`src/rtl/seg7_monitor_if.sv`:
```
// Segment-bus bundle between a 7-segment display driver and its monitor.
// The master drives the segment lines and the flag clear; the slave (the
// monitor) returns the decoded digit, the tick period and the sticky flags.
interface seg7_monitor_if #(
    parameter int CNT_W = 24
);
    logic [6:0]       segments_in;
    logic             clear_flags;
    logic [3:0]       digit_out;
    logic             digit_valid;
    logic [CNT_W-1:0] period_out;
    logic             period_valid;
    logic             seq_error;
    logic             bad_pattern;

    modport master (
        output segments_in, clear_flags,
        input  digit_out, digit_valid, period_out, period_valid, seq_error, bad_pattern
    );

    modport slave (
        input  segments_in, clear_flags,
        output digit_out, digit_valid, period_out, period_valid, seq_error, bad_pattern
    );
endinterface

```
`src/rtl/seg7_monitor.sv`:
```
// 7-segment seconds-display observer: synchronizes and de-glitches the
// segment lines, decodes each accepted pattern to a BCD digit, checks that
// digits step 0..9..0 and measures clock cycles between digit changes.
module seg7_monitor #(
    parameter int STABLE_CYCLES = 4,
    parameter int CNT_W         = 24
) (
    input  logic          clk,
    input  logic          reset,
    seg7_monitor_if.slave bus
);
    localparam logic [7:0]       STABLE_N = 8'(STABLE_CYCLES);
    localparam logic [CNT_W-1:0] CNT_MAX  = '1;

    // {is_digit, digit}; blank and bad patterns both report is_digit = 0
    function automatic logic [4:0] decode_seg(input logic [6:0] seg);
        case (seg)
            7'h3F:   decode_seg = {1'b1, 4'd0};
            7'h06:   decode_seg = {1'b1, 4'd1};
            7'h5B:   decode_seg = {1'b1, 4'd2};
            7'h4F:   decode_seg = {1'b1, 4'd3};
            7'h66:   decode_seg = {1'b1, 4'd4};
            7'h6D:   decode_seg = {1'b1, 4'd5};
            7'h7D:   decode_seg = {1'b1, 4'd6};
            7'h07:   decode_seg = {1'b1, 4'd7};
            7'h7F:   decode_seg = {1'b1, 4'd8};
            7'h6F:   decode_seg = {1'b1, 4'd9};
            default: decode_seg = {1'b0, 4'd0};
        endcase
    endfunction

    function automatic logic [7:0] inc_stable(input logic [7:0] c);
        inc_stable = (c >= STABLE_N) ? STABLE_N : c + 8'd1;
    endfunction

    function automatic logic [CNT_W-1:0] inc_period(input logic [CNT_W-1:0] c);
        inc_period = (c == CNT_MAX) ? CNT_MAX : c + 1'b1;
    endfunction

    function automatic logic [3:0] next_digit(input logic [3:0] d);
        next_digit = (d == 4'd9) ? 4'd0 : d + 4'd1;
    endfunction

    logic [6:0]       sync_p0, sync_p1;
    logic [6:0]       cand_p2, accepted;
    logic [7:0]       stable_cnt;
    logic [CNT_W-1:0] period_cnt;

    logic [6:0] cand_next;
    logic [7:0] cnt_next;
    logic       accept;
    logic       dec_is_digit;
    logic [3:0] dec_digit;
    logic       dec_is_blank;
    logic       seq_set, bad_set;

    logic [3:0]       digit_r;
    logic             digit_valid_r;
    logic [CNT_W-1:0] period_r;
    logic             period_valid_r;
    logic             seq_error_r, bad_pattern_r;

    // Two-flop synchronizer; only the second stage feeds the filter
    always_ff @(posedge clk) begin
        if (reset) begin
            sync_p0 <= 7'h00;
            sync_p1 <= 7'h00;
        end else begin
            sync_p0 <= bus.segments_in;
            sync_p1 <= sync_p0;
        end
    end

    // Next candidate/count; acceptance fires on the edge the count reaches the threshold
    always_comb begin
        cand_next = cand_p2;
        cnt_next  = inc_stable(stable_cnt);
        if (sync_p1 != cand_p2) begin
            cand_next = sync_p1;
            cnt_next  = 8'd1;
        end
        accept                    = (cnt_next == STABLE_N) && (cand_next != accepted);
        {dec_is_digit, dec_digit} = decode_seg(cand_next);
        dec_is_blank              = (cand_next == 7'h00);
        seq_set = accept && dec_is_digit && digit_valid_r && (dec_digit != next_digit(digit_r));
        bad_set = accept && !dec_is_digit && !dec_is_blank;
    end

    // Stability filter state and the accepted pattern
    always_ff @(posedge clk) begin
        if (reset) begin
            cand_p2    <= 7'h00;
            stable_cnt <= 8'd0;
            accepted   <= 7'h00;
        end else begin
            cand_p2    <= cand_next;
            stable_cnt <= cnt_next;
            if (accept)
                accepted <= cand_next;
        end
    end

    // Cycles since the last acceptance event, restarting at 1 on each event
    always_ff @(posedge clk) begin
        if (reset)
            period_cnt <= '0;
        else if (accept)
            period_cnt <= {{(CNT_W-1){1'b0}}, 1'b1};
        else
            period_cnt <= inc_period(period_cnt);
    end

    // Digit, period and sticky flag outputs; a flag set beats a same-cycle clear
    always_ff @(posedge clk) begin
        if (reset) begin
            digit_r        <= 4'd0;
            digit_valid_r  <= 1'b0;
            period_r       <= '0;
            period_valid_r <= 1'b0;
            seq_error_r    <= 1'b0;
            bad_pattern_r  <= 1'b0;
        end else begin
            period_valid_r <= 1'b0;
            if (accept) begin
                if (dec_is_digit) begin
                    digit_r       <= dec_digit;
                    digit_valid_r <= 1'b1;
                    if (digit_valid_r) begin
                        period_r       <= period_cnt;
                        period_valid_r <= 1'b1;
                    end
                end else begin
                    digit_valid_r <= 1'b0;
                end
            end
            seq_error_r   <= seq_set | (seq_error_r & ~bus.clear_flags);
            bad_pattern_r <= bad_set | (bad_pattern_r & ~bus.clear_flags);
        end
    end

    assign bus.digit_out    = digit_r;
    assign bus.digit_valid  = digit_valid_r;
    assign bus.period_out   = period_r;
    assign bus.period_valid = period_valid_r;
    assign bus.seq_error    = seq_error_r;
    assign bus.bad_pattern  = bad_pattern_r;
endmodule

```
`src/flat_wrapper.sv`:
```
// flat-port wrapper written by rule: the top's interface ports become plain ports
module seg7_monitor_flat 
#(
    parameter int STABLE_CYCLES = 4,
    parameter int CNT_W         = 24
)
  (clk, reset, bus_segments_in, bus_clear_flags, bus_digit_out, bus_digit_valid, bus_period_out, bus_period_valid, bus_seq_error, bus_bad_pattern);
  seg7_monitor_if #(.CNT_W(CNT_W)) bus_i ();
  input  logic clk;
  input  logic reset;
  input wire logic [$bits(bus_i.segments_in)-1:0] bus_segments_in;
  input wire logic [$bits(bus_i.clear_flags)-1:0] bus_clear_flags;
  output wire logic [$bits(bus_i.digit_out)-1:0] bus_digit_out;
  output wire logic [$bits(bus_i.digit_valid)-1:0] bus_digit_valid;
  output wire logic [$bits(bus_i.period_out)-1:0] bus_period_out;
  output wire logic [$bits(bus_i.period_valid)-1:0] bus_period_valid;
  output wire logic [$bits(bus_i.seq_error)-1:0] bus_seq_error;
  output wire logic [$bits(bus_i.bad_pattern)-1:0] bus_bad_pattern;
  assign bus_i.segments_in = bus_segments_in;
  assign bus_i.clear_flags = bus_clear_flags;
  assign bus_digit_out = bus_i.digit_out;
  assign bus_digit_valid = bus_i.digit_valid;
  assign bus_period_out = bus_i.period_out;
  assign bus_period_valid = bus_i.period_valid;
  assign bus_seq_error = bus_i.seq_error;
  assign bus_bad_pattern = bus_i.bad_pattern;
  seg7_monitor #(.STABLE_CYCLES(STABLE_CYCLES), .CNT_W(CNT_W)) u_core (.clk(clk), .reset(reset), .bus(bus_i));
endmodule
```
`config.mk`:
```
export PLATFORM = sky130hd
export DESIGN_NAME = seg7_monitor_flat
export DESIGN_NICKNAME = d
export VERILOG_FILES = /design/src/rtl/seg7_monitor_if.sv /design/src/rtl/seg7_monitor.sv /design/src/flat_wrapper.sv
export SDC_FILE = /design/constraint.sdc
export NUM_CORES = 1
export LEC_CHECK = 0
export CORE_ASPECT_RATIO = 1.1
export CORE_MARGIN = 2
export CORE_UTILIZATION = 50
export DETAILED_ROUTE_END_ITERATION = 12
export HOLD_SLACK_MARGIN = 0.12
export PLACE_DENSITY = 0.7
export SYNTH_ARGS = -nofsm -noshare
export SYNTH_HDL_FRONTEND = slang
export SYNTH_SLANG_ARGS = --single-unit
export TNS_END_PERCENT = 1
```
`constraint.sdc`:
```
create_clock -name clk -period 3.2 [get_ports clk]
set_input_delay 0.64 -clock clk [delete_from_list [all_inputs] [get_ports clk]]
set_output_delay 0.64 -clock clk [all_outputs]
set_load 0.03 [all_outputs]
```
### Word level (Yosys, flattened, before mapping)

Index checks and enable logic that the tools add are counted.

* add/subtract/negate cells: 3
* $lt $le $gt $ge: 1
* eq/ne operators: 16
* multiplexer cells: 9
* bitwise operators: 7
* reduce and logical (&&, ||, !) cells: 13

Operators with widths (count)
* case mux 5 bit (10 select lines): 1
* == test 7 bit (second input constant): 7
* adder 24 x 1 -> 24 bit (second input constant): 1
* == test 24 bit (second input constant): 1
* two-way mux 24 bit: 1
* two-way mux 8 bit: 2
* == test 7 x 3 -> 1 bit (second input constant): 2
* != test 7 bit: 2
* adder 8 x 1 -> 8 bit (second input constant): 1
* == test 8 x 3 -> 1 bit (second input constant): 1
* greater-or-equal comparator 8 x 3 -> 1 bit (second input constant): 1
* == test 7 x 6 -> 1 bit (second input constant): 1
* zero test 7 bit: 1
* two-way mux 7 bit: 1
* logical AND 1 bit: 6
* adder 4 x 1 -> 4 bit (second input constant): 1
* == test 4 bit (second input constant): 1
* two-way mux 4 bit: 1
* != test 4 bit: 1
* two-way mux 1 bit: 3
* NOT 1 bit: 3
* AND reduction 3 bit: 1
* OR reduction 3 bit: 1
* bitwise AND 1 bit: 2
* other kinds (4): 6

* register bits: 92
* input port bits: 10
* output and inout bits: 32
* word-level logic and storage cells: 62

### Depth between registers and ports, before layout

Gate-level depths: netlist of run 1.

* depth in word-level cells: 9
* gate-level depth with buffers: 9
* gate-level depth less buffers: 7

### Least setup slack after synthesis of run 1

Ideal clock, no wire load.

* path kind: register to register
* start point: register u_core.sync_p1[4]
* end point: register u_core.period_r[10] (netlist: u_core.bus.period_out[10])
* library setup time: 0.128 ns
* arrival time: 1.915 ns
* data required time: 3.072 ns
* path slack: 1.158 ns
* cell stages (with the launch flop): 10
* path buffers: 3
* clock period less this slack: 2.042 ns
* path through: dfxtp_1 buf_2 xor2_1 nor4_2 nand4_2 a2111o_1 buf_6 buf_6 mux2i_1 nor2_1

* cells in the longest elaborated chain, start to end: 5
* elaborated cells between the ends (all ways): 18
* classes of those cells: 13 x eq/ne; 3 x mux; 2 x reduce/logical

RTL lines
* from (decl): RTL line seg7_monitor.sv:44 `logic [6:0] sync_p0, sync_p1;`
* from (signal assigned): RTL line seg7_monitor.sv:70 `sync_p1 <= sync_p0;`
* != test 7 bit: RTL line seg7_monitor.sv:78 `if (sync_p1 != cand_p2) begin`
* two-way mux 7 bit or two-way mux 8 bit (tied branches): RTL line seg7_monitor.sv:78
* == test 7 bit, or another cell as far along: RTL line seg7_monitor.sv:17 `case (seg)`
* case mux 5 bit (10 select lines) or logical AND 1 bit (tied branches): RTL line seg7_monitor.sv:17, seg7_monitor.sv:82
* AND reduction 3 bit (no source line) (*)
* to (signal assigned): RTL line seg7_monitor.sv:129 `period_r <= period_cnt;`
* to (decl): RTL line seg7_monitor.sv:59 `logic [CNT_W-1:0] period_r;`

Every way passes the cells marked *; elsewhere a longest branch is shown, timed or not.
A chain may end at the register's enable or synchronous reset.

### Worst setup path in the final report of run 1

* start point: register u_core.sync_p1[2]
* end point: register u_core.period_cnt[10]

* cells in the longest elaborated chain, start to end: 5
* elaborated cells between the ends (all ways): 7
* classes of those cells: 3 x eq/ne; 2 x mux; 2 x reduce/logical

RTL lines
* != test 7 bit: RTL line seg7_monitor.sv:78
* two-way mux 8 bit or two-way mux 7 bit (tied branches): RTL line seg7_monitor.sv:78
* == test 8 x 3 -> 1 bit or != test 7 bit (tied branches): RTL line seg7_monitor.sv:82 `accept = (cnt_next == STABLE_N) && (cand_next != accepted);`
* logical AND 1 bit (*): RTL line seg7_monitor.sv:82
* OR reduction 2 bit (no source line) (*)
* to (signal assigned): RTL line seg7_monitor.sv:108 `period_cnt <= {{(CNT_W-1){1'b0}}, 1'b1};`
* to (signal assigned): RTL line seg7_monitor.sv:110 `period_cnt <= inc_period(period_cnt);`
* to (decl): RTL line seg7_monitor.sv:47 `logic [CNT_W-1:0] period_cnt;`

Marks and branches as above.

==> results of run 1 <==
## final timing paths
| kind | slack (ns) | to |
|---|---|---|
| worst max-delay path | 0.70 | u_core.period_cnt[10] |
| worst min-delay path | 0.44 | u_core.sync_p1[6] |
| worst max register to register | 0.70 | u_core.period_cnt[10] |
| worst min register to register | 0.44 | u_core.sync_p1[6] |
## power by group
group          internal, mW  total, mW  switching, mW  leakage (nW)
sequential             1.19       1.22         0.0347         0.749
clock                 0.326      0.732          0.405        0.0957
combinational        0.0832      0.178         0.0949         0.932
total                  1.60       2.13          0.535          1.78
## registers in the layout, indices dropped and copies added (netlist names)
name	flops
u_core.stable_cnt	8
u_core.accepted	7
u_core.bus.digit_valid	1
u_core.sync_p1	7
u_core.bus.period_out	24
u_core.sync_p0	7
u_core.bus.bad_pattern	1
u_core.bus.seq_error	1
u_core.bus.digit_out	4
u_core.bus.period_valid	1
u_core.cand_p2	7
u_core.period_cnt	24
## worst reg2reg max path, cell delays in order (launching register included)
cell and delay, ns:
dfxtp_1 0.59, xor2_2 0.12, nor4_2 0.32, nand4_2 0.25, or2_2 0.41, nand2b_1 0.33
buf_4 0.27, a21oi_1 0.06
## layer usage
metal	global-route usage	vias to the layer above	wire length, microns
met3	0.03550	9	185
li1	-	1403	-
met4	0.08724	0	121
met1	0.2613	1305	3705
met5	0	-	0
met2	0.2814	38	3098
## kinds of logic after synthesis
family | after synthesis | synth area share
AO/OA/AOI/OAI | 62 | 0.1073
XOR/XNOR | 37 | 0.08804
adder cells (fa/ha/maj) | 3 | 0.009968
buffers and inverters | 31 | 0.04419
flip-flops | 92 | 0.4890
multiplexers | 26 | 0.06910
other | 1 | 0.0009957
AND/OR/NAND/NOR | 136 | 0.1914
## per-stage QoR
| step | area [sq um] | setup WS [ns] | power (mW) |
|---|---|---|---|
| 3_5_place_dp | 4204 | 0.7322 | 1.426 |
| 4_1_cts | 4390 | 0.7197 | 2.147 |
| 5_1_grt | 4390 | 0.4478 | 2.226 |
| 2_1_floorplan | 3781 | 1.158 | 1.373 |
| 3_3_place_gp | 4204 | 0.7566 | 1.420 |
| 6_report | 4390 | 0.6985 | 2.131 |
## layout make-up
type	instances	share of cell area
sequential	92	0.4195
multi-input combinational	269	0.4038
timing repair buffer	46	0.1009
clock buffer	11	0.03448
tap	87	0.02479
inverter	10	0.008549
clock inverter	5	0.007979
## Yosys cell counts (3+ instances only)
cell	number	share of area
o21ai_0	6	0.0080
nand4_1	6	0.010
and3_1	6	0.010
ha_1	3	0.010
xnor2_1	19	0.044
nor3_1	4	0.0053
nor2_1	46	0.046
nor2b_1	21	0.035
and4_1	4	0.0093
inv_1	10	0.010
mux2i_1	26	0.069
a21oi_1	27	0.036
clkbuf_1	6	0.0060
xor2_1	17	0.040
nand3_1	12	0.016
buf_2	10	0.013
nand2_1	16	0.016
dfxtp_1	92	0.49
buf_6	3	0.0090
o21a_1	3	0.0060
a31oi_1	3	0.0050
o22a_1	8	0.019
nand2b_1	6	0.010
a311oi_1	3	0.0070
==> qor.csv, run 1 <==
metric,value,unit
Min-Delay Path Depth,1,
r2r startpoint,u_core.sync_p1[2],
Syn Inst Count,388,
H-tree depth,3,
post-cts resize count,0,
Post-synth EDFFs,0,
DR WL/cell,13.68,microns
Worst setup EP type,flip-flop,
final cell count without fillers,520,
Post-DRT Antenna Nets,0,
most frequent cells in the layout,"dfxtp_1, nor2_1, clkdlybuf4s50_1, a21oi_1, mux2i_1",
CTS Hold Bufs,0,
critical path class,flip-flop to flip-flop,
Mean Syn Cell Area,9.706,sq um
clock sink total,92,
Slew Limit Fails,0,
via count,2755,
sequence of cells on the critical path,xor2_2 > nor4_2 > nand4_2 > or2_2 > nand2b_1 > buf_4 > a21oi_1,
CP bufs+invs,1,
asr flop ratio synth,0,
worst skew pair latency,0.35,ns
placed cell count,504,
CTS buffer count,9,
Netlist cell types,49,
Die Y-Extent,95.03,microns
"most common cell after layout, fill and taps aside",dfxtp_1,
Leak Pwr,1.777,nW
synth warn,0,
CP max-delay cell,dfxtp_1,
chip width,86.75,microns
global route overflow,0,
register area share after synthesis,0.4890,
Power Density,485.3,nW/um^2
Detail Placement HPWL,4.925,mm
Worst Path Required,3.41,ns
"Hold Violations, Final",0,
Post-Route WL,7.111,mm
final net count,441,
layout cells sized above 1,0.06928,
CTS tree,done,
first-pass GRT wire length,12.14,mm
placer congestion estimate,0.8016,
initial DRC count,115,
Setup Viol. Count Final,0,
clk slew on worst S/H paths,0.09,ns
Crit. path cell count,7,
total of max-cap violations,0,
clk buf depth,2,
core footprint,7391,sq um
Crit path largest cell delay,0.59,ns
Worst Path Arrival,2.71,ns
input/output buffers,41,
total negative slack,0,ns
"FF+latch count, synth",92,
Main synth FF type,dfxtp_1,
root buffer cell,clkbuf_8,
HP Class,flip-flop to flip-flop,
Final Critical Period,2.501,ns
largest net degree at the start of global routing,26,
Crit Path Max Fanout,13,
Critical path origin,u_core.sync_p1[2],
DRC Markers,0,
fmax,399.8,MHz
R2R depth,7,
status,"finished, final reports clean",
"Setup Fix Bufs, Post-CTS",0,
vias in the first global route,2608,
routed vias/inst,5.298,
number of fill cells,635,
RSZ-0062 raised after global routing,no,
Clock Skew,0.01056,ns
global-route usage over all layers,0.1876,
std cell rows,33,
Max rail drop VDD,299.0,uV
Syn-to-layout area delta,16.58,%
worst slew pin tran,0.7509,ns
Die Area,8243,sq um
CP top delay family,simple AND/OR/NAND/NOR gates,
antenna cells,0,
Slew headroom,0.4994,
1st-pass router iterations,4,
register area,1842,sq um
hold_ws,0.4399,ns
Final Cycle Share,0.7817,
Mapped Area,3766,sq um
area occupied by multi-input gates,1773,sq um
initial antenna violation count,0,
Hold Crit Start,u_core.sync_p0[6],
CP startpoint kind,flip-flop,
I/O pin cnt,42,
"Core Util, Final",0.5940,
Starting Density,0.5096,
Power figures use the tool's default switching activity.
==> run 2: changes to the inputs <==
==> constraint.sdc (replaced) <==
create_clock -name clk -period 2.6 [get_ports clk]
set_input_delay 0.52 -clock clk [delete_from_list [all_inputs] [get_ports clk]]
set_output_delay 0.52 -clock clk [all_outputs]
set_load 0.03 [all_outputs]
==> run 2 against run 1 <==
Clock skew is 0.00074 ns lower. First-iteration DRC count is 1.7% higher. Design area is 0.88% higher. Clock-buffer cell count is 2 higher. Critical path depth stayed put. Largest cell class unchanged.
==> qor.csv, run 2 (synthesis gave the netlist of run 1 again) <==
metric,value,unit,change
placed cell count,508,,+0.79%
CP endpoint,u_core.bus.period_out[1],,
CP startpoint kind,flip-flop,,
Slew Limit Fails,0,,unchanged
Leak Pwr,1.793,nW,+0.93%
Final Cycle Share,0.9140,,+0.1323
DR WL/cell,14.06,microns,+2.8%
critical path class,flip-flop to flip-flop,,
Power Density,602.9,nW/um^2,+24%
final cell count without fillers,524,,+0.77%
Hold Crit Start,u_core.sync_p0[4],,
flop-to-flop setup slack,0.22,ns,-0.47 ns
top routing layer in use,met4,,
worst skew pair latency,0.35,ns,about the same
vias in the first global route,2715,,+4.1%
1st-pass router iterations,4,,unchanged
std cell rows,33,,unchanged
CTS tree,done,,
routed vias/inst,5.384,,+1.6%
Worst Path Required,2.81,ns,-0.60 ns
r2r startpoint,u_core.sync_p1[5],,
I/O pin cnt,42,,unchanged
global route overflow,0,,unchanged
initial antenna violation count,0,,unchanged
clock sink total,92,,unchanged
core footprint,7391,sq um,unchanged
Worst setup EP type,flip-flop,,
Die Y-Extent,95.03,microns,unchanged
fmax,420.8,MHz,+5.3%
layout cells sized above 1,0.07094,,+0.001654
via count,2821,,+2.4%
area occupied by multi-input gates,1773,sq um,unchanged
sequence of cells on the critical path,nor3_2 > a21oi_1 > o22a_1 > a2111o_1 > buf_4 > mux2i_1 > nor2_1,,
fin area,4429,sq um,+0.88%
Crit. path cell count,7,,unchanged
global-route usage over all layers,0.1902,,+0.002558
R2R depth,7,,unchanged
clk buf depth,2,,unchanged
wire length on met2,3.309,mm,+6.8%
total negative slack,0,ns,unchanged
total of max-cap violations,0,,unchanged
H-tree depth,3,,unchanged
largest net degree at the start of global routing,39,,+50%
RR Endpoint,u_core.bus.period_out[1],,
Setup Viol. Count Final,0,,unchanged
CP top delay family,compound AO/OA/AOI/OAI gates,,
CP bufs+invs,1,,unchanged
Starting Density,0.5096,,unchanged
Final Critical Period,2.376,ns,-0.1250 ns
Post-DRT Antenna Nets,0,,unchanged
clk slew on worst S/H paths,0.09,ns,about the same
initial DRC count,117,,+1.7%
WL met3,272,microns,+47%
worst slew pin tran,0.6809,ns,-0.06995 ns
input/output buffers,41,,unchanged
placed cell areas,4234,sq um,+0.71%
number of fill cells,645,,+1.6%
most frequent cells in the layout,"dfxtp_1, nor2_1, clkdlybuf4s50_1, a21oi_1, mux2i_1",,
first-pass GRT wire length,12.48,mm,+2.8%
root buffer cell,clkbuf_8,,
Clock Skew,0.009824,ns,-0.0007364 ns
Post-Route WL,7.368,mm,+3.6%
placer congestion estimate,0.8514,,+6.2%
"Hold Violations, Final",0,,unchanged
"most common cell after layout, fill and taps aside",dfxtp_1,,
Slew headroom,0.5461,,+0.04663
status,"finished, final reports clean",,
CTS Hold Bufs,0,,unchanged
Worst Path Arrival,2.58,ns,-0.13 ns
DRC Markers,0,,unchanged
RSZ-0062 raised after global routing,no,,
Die Area,8243,sq um,unchanged
CTS buffer count,9,,unchanged
CP max-delay cell,dfxtp_1,,
Min-Delay Path Depth,1,,unchanged
Critical path origin,u_core.sync_p1[5],,
Crit Path Max Fanout,25,,+12
post-cts resize count,0,,unchanged
"Setup Fix Bufs, Post-CTS",0,,unchanged
HP Class,flip-flop to flip-flop,,
register area,1842,sq um,unchanged
Max rail drop VDD,328.0,uV,+9.7%
Met1 Wirelength,3.705,mm,unchanged
antenna cells,0,,unchanged
Syn-to-layout area delta,17.61,%,
Crit path largest cell delay,0.48,ns,-0.11 ns
Detail Placement HPWL,4.970,mm,+0.91%
final net count,445,,+0.91%
total power,2.670,mW,+25%
chip width,86.75,microns,unchanged
==> run 2: area by class of cell <==
class	instances	share of cell area
Multi-Input combinational cell	269	0.4003
Sequential cell	92	0.4158
Tap cell	87	0.02458
Inverter	10	0.008475
Clock buffer	13	0.03362
Clock inverter	3	0.01045
Timing Repair Buffer	50	0.1068
==> run 2: worst register-to-register path: stages, from the launching register on <==
cell	delay, ns
dfxtp_1	0.48
nor3_2	0.43
a21oi_1	0.13
o22a_1	0.25
a2111o_1	0.42
buf_4	0.26
mux2i_1	0.23
nor2_1	0.06
==> run 2: worst min-delay path by stage <==
stage / endpoint / slack, ns
4_1_cts: u_core.sync_p1[4] / 0.44
5_1_grt: u_core.sync_p1[4] / 0.45
6_report: u_core.sync_p1[4] / 0.43
2_1_floorplan: u_core.sync_p1[0] / 0.41
3_5_place_dp: u_core.sync_p1[4] / 0.42
3_3_place_gp: u_core.sync_p1[4] / 0.42
==> run 2: metrics by stage <==
| stage | util | hold slack, ns | setup WS [ns] |
|---|---|---|---|
| after floorplan | - | 0.4138 | 0.5580 |
| after global placement | 0.5729 | 0.4170 | 0.3149 |
| after detailed placement | 0.5729 | 0.4220 | 0.2745 |
| after CTS | 0.5993 | 0.4415 | 0.2516 |
| after global routing | 0.5993 | 0.4504 | 0.03989 |
| final | 0.5993 | 0.4316 | 0.2235 |
==> run 2: power by group <==
group / leakage [nW] / internal [mW] / total (mW) / switching (mW)
clock network: 0.0938 / 0.475 / 0.949 / 0.474
logic: 0.950 / 0.102 / 0.219 / 0.117
registers: 0.749 / 1.46 / 1.50 / 0.0430
==> run 2: metal layers <==
| layer | vias up | track usage |
|---|---|---|
| met5 | - | 0 |
| met1 | 1339 | 0.2613 |
| met2 | 60 | 0.2949 |
| li1 | 1415 | - |
| met4 | 0 | 0.06901 |
| met3 | 7 | 0.04156 |
==> RTL edit (config.mk and constraints of run 2) <==
`CNT_W` is set to 24 in 3 places; all go to 36.
--- a/src/rtl/seg7_monitor_if.sv
+++ b/src/rtl/seg7_monitor_if.sv
@@ -2,7 +2,7 @@
 // The master drives the segment lines and the flag clear; the slave (the
 // monitor) returns the decoded digit, the tick period and the sticky flags.
 interface seg7_monitor_if #(
-    parameter int CNT_W = 24
+    parameter int CNT_W = 36
 );
     logic [6:0]       segments_in;
     logic             clear_flags;
--- a/src/rtl/seg7_monitor.sv
+++ b/src/rtl/seg7_monitor.sv
@@ -3,7 +3,7 @@
 // digits step 0..9..0 and measures clock cycles between digit changes.
 module seg7_monitor #(
     parameter int STABLE_CYCLES = 4,
-    parameter int CNT_W         = 24
+    parameter int CNT_W         = 36
 ) (
     input  logic          clk,
     input  logic          reset,
--- a/src/flat_wrapper.sv
+++ b/src/flat_wrapper.sv
@@ -2,7 +2,7 @@
 module seg7_monitor_flat 
 #(
     parameter int STABLE_CYCLES = 4,
-    parameter int CNT_W         = 24
+    parameter int CNT_W         = 36
 )
   (clk, reset, bus_segments_in, bus_clear_flags, bus_digit_out, bus_digit_valid, bus_period_out, bus_period_valid, bus_seq_error, bus_bad_pattern);
   seg7_monitor_if #(.CNT_W(CNT_W)) bus_i ();
Interface: changed (resized bus_period_out); port bits go from 42 to 54. No check against the original RTL was run, so the function may have changed too.
==> RTL edit against run 2 <==
Hold slack worse by 0.017 ns. Total power up 70%. Design area up 40%. Largest power group is now the clock network. Sequential cell count up 24. Global-route usage up 1.3 points. Synthesized cell count up 32%. Worst setup slack worse by 0.11 ns. Critical endpoint is now u_core.bus.period_out[25]. Area after synthesis up 29%. Routed wire length up 38%. Sequential power up 23%.
==> RTL edit: results (changes against run 2) <==
| Metric | Value |
|---|---|
| FF-to-FF setup slack | 0.11 ns (-0.11 ns) |
| Min-delay worst type | in2reg |
| Drt drc | 0 (unchanged) |
| Proportion of layout cells with a drive suffix above 1 | 0.103 (+0.0321) |
| Htree depth | 4 (+1) |
| Synth unique cells | 50 (+2.0%) |
| Period minus WS final | 2.49 ns (+0.114 ns) |
| WL final | 10,200 µm (+38%) |
| Reg clk slew, reported paths | 0.06 ns (-0.03 ns) |
| Vias | 3,776 (+34%) |
| Global placer's final weighted congestion | 0.836 (-1.8%) |
| Warnings from Yosys | 0 (unchanged) |
| Clk_lat worst skew | 0.52 ns (+0.17 ns) |
| Leakage | 2.20 nW (+23%) |
| Post-DP HPWL | 6760 µm (+36%) |
| Largest net degree at the start of global routing | 38 (-2.6%) |
| Root Buffer | clkbuf_8 |
| Number of global-route vias before repair | 3,607 (+33%) |
| Register area share after synthesis | 0.479 (-0.00957) |
| Arrival time at the worst endpoint | 2.89 ns (+0.31 ns) |
| Worst path top cell family by delay | compound AO/OA/AOI/OAI gates |
| DP Worst Slack | 0.104 ns (-0.170 ns) |
| Crit-path max FO | 37 (+48%) |
| Commonest cells post-synth | 116 x dfxtp_1, 62 x nor2_1, 49 x a21oi_1, 41 x mux2i_1, 29 x nand2_1 |
| Antenna fix cells | 0 (unchanged) |
| Nets | 592 (+33%) |
| Synth top area cells | dfxtp_1 48%, mux2i_1 8.5%, a21oi_1 5.1% |
| Slowest CP cell | or3b_1 |
| Status | completed |
| Initial antenna violation count | 0 (unchanged) |
| Peak supply drop | 393 µV (+20%) |
| First-pass GRT wire length | 17,000 µm (+37%) |
| Global-route usage over all layers | 0.203 (+0.0129) |
| Buffer count from post-CTS setup fixing | 0 (unchanged) |
| Fin Clk Skew | 0.00887 ns (-0.000957 ns) |
| Slowest cell delay on critical path | 0.40 ns (-0.08 ns) |
| Num CTS Buffers | 17 (+8) |
| Iter 0 DRT Violations | 115 (-1.7%) |
| Async set or reset register ratio after synthesis | 0 (unchanged) |
| DR pass1 iterations | 5 (+1) |
| I/O Buffers | 53 (+29%) |
| Clock buffer depth | 2 (unchanged) |
RTL edit: repair_timing:
action                     in CTS  in global routing
setup endpoints to repair       0                 10
resized for setup               0                  2
hold buffers                    0                  0
RTL edit: layout make-up:
cell class              instances  area, µm²
fillers                       779       3210
multi-input cells             361       2330
flip-flops and latches        116       2320
repair buffers                 75        716
clock buffers                  18        428
clock inverters                14        209
well taps                     117        146
inverters                       8       30.0
RTL edit: final timing paths:
check / startpoint / to / depth (start not counted)
setup / recovery: u_core.sync_p1[5] / u_core.bus.period_out[25] / 7
hold / removal: reset / u_core.cand_p2[3] / 2
setup reg to reg: u_core.sync_p1[5] / u_core.bus.period_out[25] / 7
hold reg to reg: u_core.sync_p0[3] / u_core.sync_p1[3] / 1
RTL edit: cells by family (layout without fill, tap and decap cells):
family                     Yosys count  after routing  share of synthesized area
adders and majority gates            3              3                    0.00775
other                                1              5                   0.000774
AOI/OAI and AO/OA                   77             77                     0.0982
xor gates and xnor gates            50             50                     0.0933
and+or+nand+nor                    185            185                      0.194
DFF                                116            116                      0.479
buffers and inverters               40            115                     0.0421
muxes                               41             41                     0.0847
RTL edit: per-stage QoR:
stage	setup TNS, ns	hold WS, ns	area, µm²	cells
after global routing	-0.0193	0.408	6190	709
after floorplan	0	0.414	4860	517
after detailed placement	0	0.423	5550	677
after CTS	0	0.389	6180	709
after global placement	0	0.419	5550	677
final	0	0.415	6190	709
RTL edit: power by group:
group / internal [W] / total (W) / switching [W]
Clock: 0.00167 / 0.00248 / 0.000807
Combinational: 0.0000888 / 0.000218 / 0.000130
Sequential: 0.00181 / 0.00184 / 0.0000272
RTL edit: per-layer routing:
metal,up-vias,part of all wire,global-route usage
met1,1784,0.45,0.248
met5,-,0,0
li1,1897,-,-
met3,15,0.045,0.0645
met4,0,0.014,0.0813
met2,80,0.49,0.333
